$ cat src/rtl/fetch_pkg.sv
// fetch_pkg: shared types and defaults for the fetch front end.
// Instruction/redirect bundles are consumed by fetch and decode alike.
package fetch_pkg;

  localparam logic [63:0] FE_RESET_PC        = 64'h0;
  localparam int          FE_BUF_DEPTH       = 4;
  localparam int          FE_MAX_OUTSTANDING = 4;

  typedef struct packed {
    logic [31:0] instr;
    logic [63:0] pc;
`ifdef SIMULATION
    logic [63:0] SIMID;
`endif
  } t_instr_pkt;

  typedef struct packed {
    logic        valid;
    logic [63:0] pc;
  } t_nuke_pkt;

endpackage

$ cat src/rtl/fetch_if.sv
// fetch_if: imem request/response port plus the fe1 hand-off to decode.
// master = fetch unit, slave = memory/decode side.
interface fetch_if;
  import fetch_pkg::*;

  logic        imem_req_valid;
  logic        imem_req_ready;
  logic [63:0] imem_req_addr;
  logic        imem_rsp_valid;
  logic [31:0] imem_rsp_data;
  logic        decode_ready_de0;
  logic        valid_fe1;
  t_instr_pkt  instr_fe1;

  modport master (
    output imem_req_valid,
    output imem_req_addr,
    output valid_fe1,
    output instr_fe1,
    input  imem_req_ready,
    input  imem_rsp_valid,
    input  imem_rsp_data,
    input  decode_ready_de0
  );

  modport slave (
    input  imem_req_valid,
    input  imem_req_addr,
    input  valid_fe1,
    input  instr_fe1,
    output imem_req_ready,
    output imem_rsp_valid,
    output imem_rsp_data,
    output decode_ready_de0
  );

endinterface

$ cat src/rtl/fetch_gen_fifo.sv
// fetch_gen_fifo: single-push/single-pop circular FIFO with sync clear.
// Push and pop together on a full FIFO is allowed.
module fetch_gen_fifo #(
  parameter type T     = logic,
  parameter int  DEPTH = 4,
  localparam int AW    = $clog2(DEPTH),
  localparam int CW    = AW + 1
) (
  input  logic          clk,
  input  logic          rst_n,
  input  logic          clr_i,
  input  logic          push_i,
  input  T              data_i,
  input  logic          pop_i,
  output T              data_o,
  output logic [CW-1:0] count_o,
  output logic          full_o,
  output logic          empty_o
);

  T              mem_q [DEPTH];
  logic [AW-1:0] wr_q;
  logic [AW-1:0] rd_q;
  logic [CW-1:0] cnt_q;

  always_ff @(posedge clk or negedge rst_n) begin
    if (!rst_n) begin
      wr_q  <= '0;
      rd_q  <= '0;
      cnt_q <= '0;
      for (int i = 0; i < DEPTH; i++) begin
        mem_q[i] <= '0;
      end
    end else if (clr_i) begin
      wr_q  <= '0;
      rd_q  <= '0;
      cnt_q <= '0;
    end else begin
      if (push_i) begin
        mem_q[wr_q] <= data_i;
        wr_q        <= wr_q + AW'(1);
      end
      if (pop_i) begin
        rd_q <= rd_q + AW'(1);
      end
      cnt_q <= cnt_q + CW'(push_i) - CW'(pop_i);
    end
  end

  assign data_o  = mem_q[rd_q];
  assign count_o = cnt_q;
  assign full_o  = (cnt_q == CW'(DEPTH));
  assign empty_o = (cnt_q == '0);

endmodule

$ cat src/rtl/fetch.sv
// fetch: sequential-PC instruction fetch with credit-based buffering
// and redirect (nuke) handling in front of decode.
module fetch
  import fetch_pkg::*;
#(
  parameter logic [63:0] RESET_PC        = FE_RESET_PC,
  parameter int          DEPTH           = FE_BUF_DEPTH,
  parameter int          MAX_OUTSTANDING = FE_MAX_OUTSTANDING
) (
  input  logic      clk,
  input  logic      reset_n,
  input  t_nuke_pkt nuke_rb1,
  fetch_if.master   fe_if
);

  localparam int CW = $clog2(MAX_OUTSTANDING) + 1;
  localparam int BW = $clog2(DEPTH) + 1;

  logic          run_q;
  logic [63:0]   pc_q, pc_d;
  logic [CW-1:0] out_q, out_d;
  logic [CW-1:0] drop_q, drop_d;

  logic          nuke, acc, rsp;
  logic          push, pop, credit;
  logic [BW-1:0] occ;
  logic          buf_full, buf_empty;
  logic [63:0]   rsp_pc;
  logic [CW-1:0] pcq_cnt;
  logic          pcq_full, pcq_empty;
  t_instr_pkt    push_pkt, head;

  assign nuke = nuke_rb1.valid;
  assign rsp  = fe_if.imem_rsp_valid;
  assign acc  = fe_if.imem_req_valid
              & fe_if.imem_req_ready;
  assign pop  = fe_if.valid_fe1
              & fe_if.decode_ready_de0;

  // Every in-flight request owns a buffer slot, so responses never stall.
  assign credit =
    (int'(occ) + int'(out_q) < DEPTH) &&
    (int'(out_q) < MAX_OUTSTANDING);

  assign fe_if.imem_req_valid = run_q & ~nuke & credit;
  assign fe_if.imem_req_addr  = pc_q;
  assign fe_if.valid_fe1      = ~buf_empty & ~nuke;
  assign fe_if.instr_fe1      = head;

  assign push = rsp & (drop_q == '0) & ~nuke;

  always_comb begin
    out_d  = out_q + CW'(acc) - CW'(rsp);
    pc_d   = pc_q;
    drop_d = drop_q;
    if (acc) begin
      pc_d = pc_q + 64'd4;
    end
    if (rsp && drop_q != '0) begin
      drop_d = drop_q - CW'(1);
    end
    // Reload, not accumulate: all still-pending requests are now stale.
    if (nuke) begin
      pc_d   = nuke_rb1.pc;
      drop_d = out_d;
    end
  end

  always_ff @(posedge clk or negedge reset_n) begin
    if (!reset_n) begin
      run_q  <= 1'b0;
      pc_q   <= RESET_PC;
      out_q  <= '0;
      drop_q <= '0;
    end else begin
      run_q  <= 1'b1;
      pc_q   <= pc_d;
      out_q  <= out_d;
      drop_q <= drop_d;
    end
  end

`ifdef SIMULATION
  logic [63:0] simid_q;

  always_ff @(posedge clk or negedge reset_n) begin
    if (!reset_n) begin
      simid_q <= '0;
    end else if (push) begin
      simid_q <= simid_q + 64'd1;
    end
  end
`endif

  always_comb begin
    push_pkt       = '0;
    push_pkt.instr = fe_if.imem_rsp_data;
    push_pkt.pc    = rsp_pc;
`ifdef SIMULATION
    push_pkt.SIMID = simid_q;
`endif
  end

  fetch_gen_fifo #(
    .T     (logic [63:0]),
    .DEPTH (MAX_OUTSTANDING)
  ) u_pcq (
    .clk     (clk),
    .rst_n   (reset_n),
    .clr_i   (1'b0),
    .push_i  (acc),
    .data_i  (pc_q),
    .pop_i   (rsp),
    .data_o  (rsp_pc),
    .count_o (pcq_cnt),
    .full_o  (pcq_full),
    .empty_o (pcq_empty)
  );

  fetch_gen_fifo #(
    .T     (t_instr_pkt),
    .DEPTH (DEPTH)
  ) u_buf (
    .clk     (clk),
    .rst_n   (reset_n),
    .clr_i   (nuke),
    .push_i  (push),
    .data_i  (push_pkt),
    .pop_i   (pop),
    .data_o  (head),
    .count_o (occ),
    .full_o  (buf_full),
    .empty_o (buf_empty)
  );

`ifndef SYNTHESIS
  a_nuke_align: assert property (
    @(posedge clk) disable iff (!reset_n)
    nuke |-> nuke_rb1.pc[1:0] == 2'b00);

  a_rsp_owed: assert property (
    @(posedge clk) disable iff (!reset_n)
    rsp |-> (out_q != '0) && !pcq_empty);

  a_buf_push: assert property (
    @(posedge clk) disable iff (!reset_n)
    (push && buf_full) |-> pop);

  a_pcq_sync: assert property (
    @(posedge clk) disable iff (!reset_n)
    (out_q == pcq_cnt) && !(acc && pcq_full));
`endif

endmodule
$ cat src/flat_wrapper.sv
// flat-port wrapper written by rule: the top's interface ports become plain ports
module fetch_flat import fetch_pkg::*;
#(
  parameter logic [63:0] RESET_PC        = FE_RESET_PC,
  parameter int          DEPTH           = FE_BUF_DEPTH,
  parameter int          MAX_OUTSTANDING = FE_MAX_OUTSTANDING
)
  (clk, reset_n, nuke_rb1, fe_if_imem_req_valid, fe_if_imem_req_addr, fe_if_valid_fe1, fe_if_instr_fe1, fe_if_imem_req_ready, fe_if_imem_rsp_valid, fe_if_imem_rsp_data, fe_if_decode_ready_de0);
  fetch_if fe_if_i ();
  input  logic clk;
  input  logic reset_n;
  input  t_nuke_pkt nuke_rb1;
  output wire logic [$bits(fe_if_i.imem_req_valid)-1:0] fe_if_imem_req_valid;
  output wire logic [$bits(fe_if_i.imem_req_addr)-1:0] fe_if_imem_req_addr;
  output wire logic [$bits(fe_if_i.valid_fe1)-1:0] fe_if_valid_fe1;
  output wire logic [$bits(fe_if_i.instr_fe1)-1:0] fe_if_instr_fe1;
  input wire logic [$bits(fe_if_i.imem_req_ready)-1:0] fe_if_imem_req_ready;
  input wire logic [$bits(fe_if_i.imem_rsp_valid)-1:0] fe_if_imem_rsp_valid;
  input wire logic [$bits(fe_if_i.imem_rsp_data)-1:0] fe_if_imem_rsp_data;
  input wire logic [$bits(fe_if_i.decode_ready_de0)-1:0] fe_if_decode_ready_de0;
  assign fe_if_imem_req_valid = fe_if_i.imem_req_valid;
  assign fe_if_imem_req_addr = fe_if_i.imem_req_addr;
  assign fe_if_valid_fe1 = fe_if_i.valid_fe1;
  assign fe_if_instr_fe1 = fe_if_i.instr_fe1;
  assign fe_if_i.imem_req_ready = fe_if_imem_req_ready;
  assign fe_if_i.imem_rsp_valid = fe_if_imem_rsp_valid;
  assign fe_if_i.imem_rsp_data = fe_if_imem_rsp_data;
  assign fe_if_i.decode_ready_de0 = fe_if_decode_ready_de0;
  fetch #(.RESET_PC(RESET_PC), .DEPTH(DEPTH), .MAX_OUTSTANDING(MAX_OUTSTANDING)) u_core (.clk(clk), .reset_n(reset_n), .nuke_rb1(nuke_rb1), .fe_if(fe_if_i));
endmodule
$ cat config.mk
export PLATFORM = sky130hd
export DESIGN_NAME = fetch_flat
export DESIGN_NICKNAME = d
export VERILOG_FILES = /design/src/rtl/fetch_pkg.sv /design/src/rtl/fetch_if.sv /design/src/rtl/fetch_gen_fifo.sv /design/src/rtl/fetch.sv /design/src/flat_wrapper.sv
export SDC_FILE = /design/constraint.sdc
export NUM_CORES = 1
export LEC_CHECK = 0
export ABC_AREA = 0
export CORE_ASPECT_RATIO = 1.25
export CORE_MARGIN = 1
export CORE_UTILIZATION = 53
export DETAILED_ROUTE_END_ITERATION = 16
export GPL_ROUTABILITY_DRIVEN = 0
export HOLD_SLACK_MARGIN = 0.08
export PLACE_DENSITY = 0.81
export SYNTH_ARGS = -nofsm -noshare
export SYNTH_HDL_FRONTEND = slang
export SYNTH_SLANG_ARGS = --single-unit
$ cat constraint.sdc
create_clock -name clk -period 3.7 [get_ports clk]
set_input_delay 0.74 -clock clk [delete_from_list [all_inputs] [get_ports clk]]
set_output_delay 0.74 -clock clk [all_outputs]
set_load 0.01 [all_outputs]
# Word-level counts from Yosys, hierarchy flattened
# Index checks and enable logic that the tools add are counted.
# totals
reg_bits	722
in_bits	102
out_inout_bits	162
elab_cells	86
# classes
addsub	11
magnitude_cmp	8
n_mux	21
n_bitwise	13
n_reduce_logical	12
# ops
op	count
$bwmux W384	1
$mux W64	5
$mux W96	3
$bwmux W256	1
$bmux W96 S2	1
$demux W96 S2	1
$bmux W64 S2	1
$demux W64 S2	1
$add A64 B3 Y64 const B	1
$lt A32 B4 Y1 const B	1
$ge A3 B3 Y1 const B	4
$not A2 Y3	4
$mux W3	3
$add A2 B1 Y2 const B	4
$mux W2	4
$reduce_bool A2 Y1	4
$and A1 B1 Y1	7
$add A3 B1 Y3	2
$logic_not A3 Y1	2
$lt A3 B1 Y1 const B	2
$sub A3 B1 Y3	2
$add A3 B3 Y4	1
$logic_and A1 B1 Y1	4
$lt A3 B3 Y1 const B	1
other kinds (4)	5

# Depth between registers and ports, before layout
# Gate-level depths: netlist (run 1).
# logic_depth
depth_word	8
mapped_depth	12
mapped_depth_nobuf	12

# By module
# Synthesis (run 1) repeated with hierarchy kept, for this count alone.
# unflattened
hier_cells	2125
hier_area_um2	34129.0
# modules_own_cells
mod	instances	cells_each	area_per_inst_um2	seq_area_each_um2
fetch_gen_fifo (u_core.u_buf)	1	966	17496.8	9784.4
fetch_gen_fifo (u_core.u_pcq)	1	659	12381.9	6581.3
fetch	1	500	4250.3	1776.7

# Least setup slack after synthesis (run 1)
# Ideal clock, no wire load.
# synth_timing
kind	in2reg
from	input port nuke_rb1[64] in the netlist's numbering
to	register u_core.drop_q[1]
setup_time_ns	0.134
t_arrival_ns	2.671
required_time_ns	3.566
slack_ns	0.895
path_stages	11
path_buffers	4
cell_sequence	clkbuf_1 nor2b_1 nand4_1 inv_1 buf_2 buf_2 buf_1 ha_1 fa_1 nand2_1 o21ai_0
# synth_via
elab_chain_cells	7
elab_cells_between_ends	8
classes_between	add/sub: 2; mux: 1; bitwise: 4; reduce/logical: 1
# synth_rtl
item	line	source
start: declaration	flat_wrapper.sv:12	input t_nuke_pkt nuke_rb1;
$not A1 Y1 (no source line)	n/a	
$and A1 B1 Y1 (2 in series)	fetch.sv:45	assign fe_if.imem_req_valid = run_q & ~nuke & credit;
$and A1 B1 Y1	fetch.sv:36	& fe_if.imem_req_ready;
net u_core.acc	fetch.sv:24	logic nuke, acc, rsp;
$add A3 B1 Y3	fetch.sv:53	out_d = out_q + CW'(acc) - CW'(rsp);
$sub A3 B1 Y3	fetch.sv:53	
net u_core.out_d[1]	fetch.sv:21	logic [CW-1:0] out_q, out_d;
$mux W3	fetch.sv:63	if (nuke) begin
end signal: assignment	fetch.sv:79	drop_q <= drop_d;
end: declaration	fetch.sv:22	logic [CW-1:0] drop_q, drop_d;
# The timed path passes the listed nets, and every way through them passes these cells.
# A chain may end at the register's enable or synchronous reset.

# Worst setup path in the final report (run 1)
# layout_timing
from	register u_core.u_buf.rd_q[0]
to	output port fe_if_instr_fe1[14]
# layout_via
elab_chain_cells	4
# layout_rtl
item	line	source
start: declaration	fetch_gen_fifo.sv:23	logic [AW-1:0] rd_q;
start signal: assignment	fetch_gen_fifo.sv:44	rd_q <= rd_q + AW'(1);
$not A2 Y3 (not written as such)	fetch_gen_fifo.sv:50	assign data_o = mem_q[rd_q];
$bmux W96 S2	fetch_gen_fifo.sv:50	
$mux W96 (not written as such) (2 in series)	fetch_gen_fifo.sv:50	
end: declaration	flat_wrapper.sv:16	output wire logic [$bits(fe_if_i.instr_fe1)-1:0] fe_if_instr_fe1;
# Every way passes these cells. The select of a mux whose other input is x is not followed.

==> results of run 1 <==
## worst max-delay path, cell delays in order (launching register included)
cell             delay, ps
dfrtp_4                690
buf_12                 320
mux4_2                 630
clkdlybuf4s50_1        520
## cell families after synthesis
logic type,after synthesis,share of synthesized area [%]
adder cells (fa/ha/maj),19,0.777
other,1,0.0115
buffers and inverters,194,2.41
flip-flops,722,55.5
AND/OR/NAND/NOR,337,5.55
AO/OA/AOI/OAI,151,2.96
multiplexers,771,32.2
XOR/XNOR,20,0.539
## cell usage after synthesis, types with 3 or more instances
| cell | n | area [um^2] |
|---|---|---|
| dfrtp_1 | 722 | 18100 |
| mux2_2 | 606 | 6820 |
| mux4_2 | 160 | 3600 |
| nand2_1 | 117 | 439 |
| clkbuf_1 | 111 | 417 |
| nand3_1 | 66 | 330 |
| o21ai_0 | 61 | 305 |
| buf_2 | 37 | 185 |
| nor2_1 | 29 | 109 |
| o211ai_1 | 29 | 218 |
| nand4_1 | 28 | 175 |
| inv_1 | 24 | 90.1 |
| or4_1 | 22 | 165 |
| buf_1 | 19 | 71.3 |
| ha_1 | 17 | 213 |
| a21oi_1 | 16 | 80.1 |
| o311ai_0 | 15 | 131 |
| and3_1 | 13 | 81.3 |
| a22oi_1 | 11 | 82.6 |
| nor3_1 | 11 | 55.1 |
| xor2_1 | 11 | 96.3 |
| xnor2_1 | 9 | 78.8 |
| a31oi_1 | 8 | 50.1 |
| or3_1 | 8 | 50.1 |
| nor4_1 | 6 | 37.5 |
| mux2i_1 | 5 | 50.1 |
| nand3b_1 | 4 | 30.0 |
| nor2b_1 | 4 | 25.0 |
| a221o_1 | 3 | 30.0 |
| and4_1 | 3 | 26.3 |
| nand2b_1 | 3 | 18.8 |
| nand3_2 | 3 | 30.0 |
| nand4_2 | 3 | 37.5 |
| nand4b_1 | 3 | 26.3 |
| nor4_4 | 3 | 63.8 |
| o31ai_1 | 3 | 22.5 |
## registers in the layout, summed over array words and instances, names as in the netlist
| name | flops |
|---|---|
| u_core.drop_q | 3 |
| u_core.fe_if.imem_req_addr | 64 |
| u_core.out_q | 3 |
| u_core.run_q | 1 |
| u_core.u_buf.count_o | 3 |
| u_core.u_buf.mem_q | 384 |
| u_core.u_buf.rd_q | 2 |
| u_core.u_buf.wr_q | 2 |
| u_core.u_pcq.mem_q | 256 |
| u_core.u_pcq.rd_q | 2 |
| u_core.u_pcq.wr_q | 2 |
## where the power goes
part / internal, mW / switching [mW] / total, mW
Sequential: 9.76 / 1.50 / 11.3
Combinational: 4.23 / 3.01 / 7.24
Clock: 4.33 / 3.08 / 7.41
Total: 18.3 / 7.59 / 25.9
## area by class of cell
type | instances | area share, %
Clock buffer | 97 | 5.31
Clock inverter | 31 | 0.889
Inverter | 24 | 0.233
Multi-Input combinational cell | 1299 | 35.5
Sequential cell | 722 | 46.7
Tap cell | 772 | 2.50
Timing Repair Buffer | 324 | 8.83
## final timing paths
kind | from | endpoint | slack, ps | cells after the start
max reg2reg | u_core.fe_if.imem_req_addr[25] | u_core.fe_if.imem_req_addr[41] | 830 | 5
max in group asynchronous | reset_n | u_core.u_buf.mem_q[172] | 2470 | 3
max | u_core.u_buf.rd_q[0] | fe_if_instr_fe1[14] | 170 | 3
min reg2reg | u_core.u_pcq.mem_q[107] | u_core.u_pcq.mem_q[107] | 480 | 2
min | reset_n | u_core.u_buf.mem_q[93] | 140 | 1
min in group clk | nuke_rb1[64] | u_core.u_buf.rd_q[1] | 410 | 2
## metrics by stage
step                      hold WS, ps  setup slack, ps
final                             144              173
after global routing              195             59.8
after CTS                         170             92.1
after detailed placement          466              635
after global placement            456              671
after floorplan                   444              895
## layer usage
layer / global-route usage, % / share of wire (%)
met1: 34.3 / 40
met2: 46.1 / 51
met4: 10.6 / 3.2
met3: 4.30 / 5.6
met5: 0 / 0.0098
==> metrics.csv, run 1 <==
metric;value;unit
antenna_found_initial;1;
cts_tree;done;
diodes;0;
grt_start_max_net_pins;97;
layout_commonest_cell;dfrtp_1;
final_area;0.0387;mm^2
place_area;0.0363;mm^2
core-area;0.0607;mm^2
synthArstFlopShare;100;%
postCtsSetupRepairBufs;0;
setup-tns-final;0;ps
status;complete, no violations;
synth_edf_count;0;
drt_iter0_markers;1337;
clockRootBuffer;clkbuf_16;
cp-end-kind;primary output;
first_global_vias;22500;
seq_area_frac_synth;55.5;%
overflow;0;
cts_hold_buf;0;
yosys_warnings;0;
p_leak;18.0;nW
io_pins;264;
syn_area;0.0325;mm^2
seq_area;0.0181;mm^2
fillerInstances;4213;
nets;2563;
num_vias;20500;
stdcell_count;3269;
hold_class;in2async;
synth_flop_cell;dfrtp_1;
ant_nets;0;
fin_crit;3530;ps
cap_violations;0;
power.density;670;mW/mm^2
multi_input_area;0.0137;mm^2
syn_area_per_cell;14.7;um^2
cts_inserted_buffers;71;
crit_fanout;30;
finalCritPeriodShare;95.3;%
slew_viol_final;0;
clk_pin_slew;60;ps
dp_hpwl;53300;um
fin_skew;33.6;ps
cts_htree_levels;3;
drt-total-wl;81900;um
synth-seq-cells;722;
required;2960;ps
synth_fp_nets;2336;
port_buffers;263;
maxSlewHeadroom;23.2;%
avgViaCountPerCell;6.27;
vdd_ir_drop_max;0.376;mV
power.total;25.9;mW
synth_cell_types;52;
worstSetupPathType;reg2out;
die_x;224;um
drc;0;
hold_violations;0;
die_h;279;um
wl_per_cell;25.1;um
gr-usage-all-layers;26.9;%
final_cell_mix;dfrtp_1, mux2_2, clkdlybuf4s50_1;
postCtsResizedCells;0;
setup_viol;0;
tightest_slew;1150;ps
start_util;53.6;%
clock_path_buffers;3;
areaGrowthSynthToFinish;19.0;%
cp-start-kind;register;
num_rows;101;
syn_inst;2215;
drive_gt1_share;39.0;%
clock-sinks;722;
dp.cells;3141;
rsz0062_at_grt;false;
cp_data_arrival_time;2790;ps
clkLatencyLatePin;620;ps
dieArea;0.0624;mm^2
clock.fmax;283;MHz
grt_pass1_wl;129000;um
firstDrtPassIters;7;
fin_util;63.8;%
Power figures use the tool's default switching activity.
==> run 2, diff against run 1 <==
PLACE_DENSITY = 0.74   (was 0.81)
==> run 2 against run 1 <==
  * Sequential power barely moved
  * Sequential share of layout area is essentially flat
  * Critical path type unchanged
  * Utilization up 0.060 points
  * Power increased by 0.27%
  * Critical path depth stayed put
  * First-iteration DRC count increased by 21%
  * Non-clock buffer count down 3
==> metrics.csv, run 2 (synthesized netlist as in run 1, its figures left out) <==
metric;value;unit
status;complete, no violations;
finalCritPeriodShare;94.3;%
hold_violations;0;
num_vias;20300;
slowest_delay;830;ps
multi_input_area;0.0137;mm^2
crit_slowest_cell;dfrtp_4;
ff2ff_setup_slack;880;ps
worst_hold_slack;173;ps
cts_hold_buf;0;
crit_fanout;27;
areaGrowthSynthToFinish;19.1;%
cts_inserted_buffers;72;
postCtsSetupRepairBufs;0;
top_usage_layer;met2;
cp-start-kind;register;
cp_data_arrival_time;2750;ps
required;2960;ps
worstPathCellList;buf_4 > mux4_2 > clkdlybuf4s50_1;
p_leak;18.0;nW
firstDrtPassIters;5;
clk_pin_slew;60;ps
reg2regPathDepth;5;
fillerInstances;4391;
fin_crit;3490;ps
grt_util_met1;35.3;%
worstSetupPathType;reg2out;
seq_area;0.0181;mm^2
clkLatencyLatePin;620;ps
die_h;279;um
setup-tns-final;0;ps
critPathBufInv;2;
tightest_slew;908;ps
use_met2;45.2;%
drc;0;
r2r_end;u_core.fe_if.imem_req_addr[63];
antenna_found_initial;0;
gr-usage-all-layers;26.7;%
grt_pass1_wl;128000;um
rsz0062_at_grt;false;
num_rows;101;
avgViaCountPerCell;6.22;
maxSlewHeadroom;39.4;%
cp-end-kind;primary output;
setup_viol;0;
postCtsResizedCells;0;
nets;2561;
clockRootBuffer;clkbuf_16;
core-area;0.0607;mm^2
ant_nets;0;
reg2reg_from;u_core.fe_if.imem_req_addr[24];
io_pins;264;
cts_tree;done;
layout_commonest_cell;dfrtp_1;
die_x;224;um
cp_top_family;buffers and inverters;
first_global_vias;21900;
dp_hpwl;51900;um
start_util;53.6;%
clock.fmax;287;MHz
met3_usage;3.83;%
largest_reg_flops;384;
clock_path_buffers;3;
overflow;0;
diodes;0;
clock-sinks;722;
hold_class;in2async;
vdd_ir_drop_max;0.397;mV
drive_gt1_share;38.7;%
port_buffers;263;
drt-total-wl;81300;um
fin_skew;25.0;ps
wl_per_cell;24.9;um
regMostFlops;u_core.u_buf.mem_q;
final_cell_mix;dfrtp_1, mux2_2, clkdlybuf4s50_1;
cp-startpoint;u_core.u_buf.rd_q[1];
cts_htree_levels;3;
grt_start_max_net_pins;98;
dieArea;0.0624;mm^2
slew_viol_final;0;
cap_violations;0;
dp.cells;3138;
stdcell_count;3268;
drt_iter0_markers;1612;
power.density;671;mW/mm^2
## run 2: final cells by class
class	count	share of cell area, %
tap	772	2.49
timing repair buffer	321	8.83
clock buffer	106	5.53
inverter	24	0.233
multi-input combinational	1299	35.5
clock inverter	24	0.749
sequential	722	46.7
## run 2: metrics by stage
| step | total power [mW] | setup slack [ps] | instance area (um^2) | util (%) |
|---|---|---|---|---|
| after floorplan | 15.5 | 895 | 32500 | - |
| after global placement | 18.3 | 693 | 36300 | 59.8 |
| after detailed placement | 18.7 | 647 | 36300 | 59.8 |
| after CTS | 26.2 | 185 | 38700 | 63.9 |
| after global routing | 27.2 | 137 | 38700 | 63.9 |
| final | 26.0 | 210 | 38700 | 63.9 |
## run 2: worst max-delay path by stage
stage                              end  slack [ps]  depth (start not counted)
4_1_cts            fe_if_instr_fe1[64]         190                          3
3_3_place_gp   u_core.u_buf.count_o[2]         690                         11
3_5_place_dp   u_core.u_buf.count_o[2]         650                         11
6_report           fe_if_instr_fe1[64]         210                          3
2_1_floorplan         u_core.drop_q[1]         890                         11
5_1_grt            fe_if_instr_fe1[59]         140                          3
## run 2: power breakdown
part / switching [mW] / internal (mW) / total [mW]
combinational: 3.05 / 4.23 / 7.28
sequential: 1.43 / 9.77 / 11.2
clock: 3.07 / 4.44 / 7.51
total: 7.55 / 18.4 / 26.0
## run 2: layer usage
metal	up-vias	wire [um]
met2	663	41300
met5	-	0
met4	0	2440
met3	133	3920
li1	8700	-
met1	10800	33600
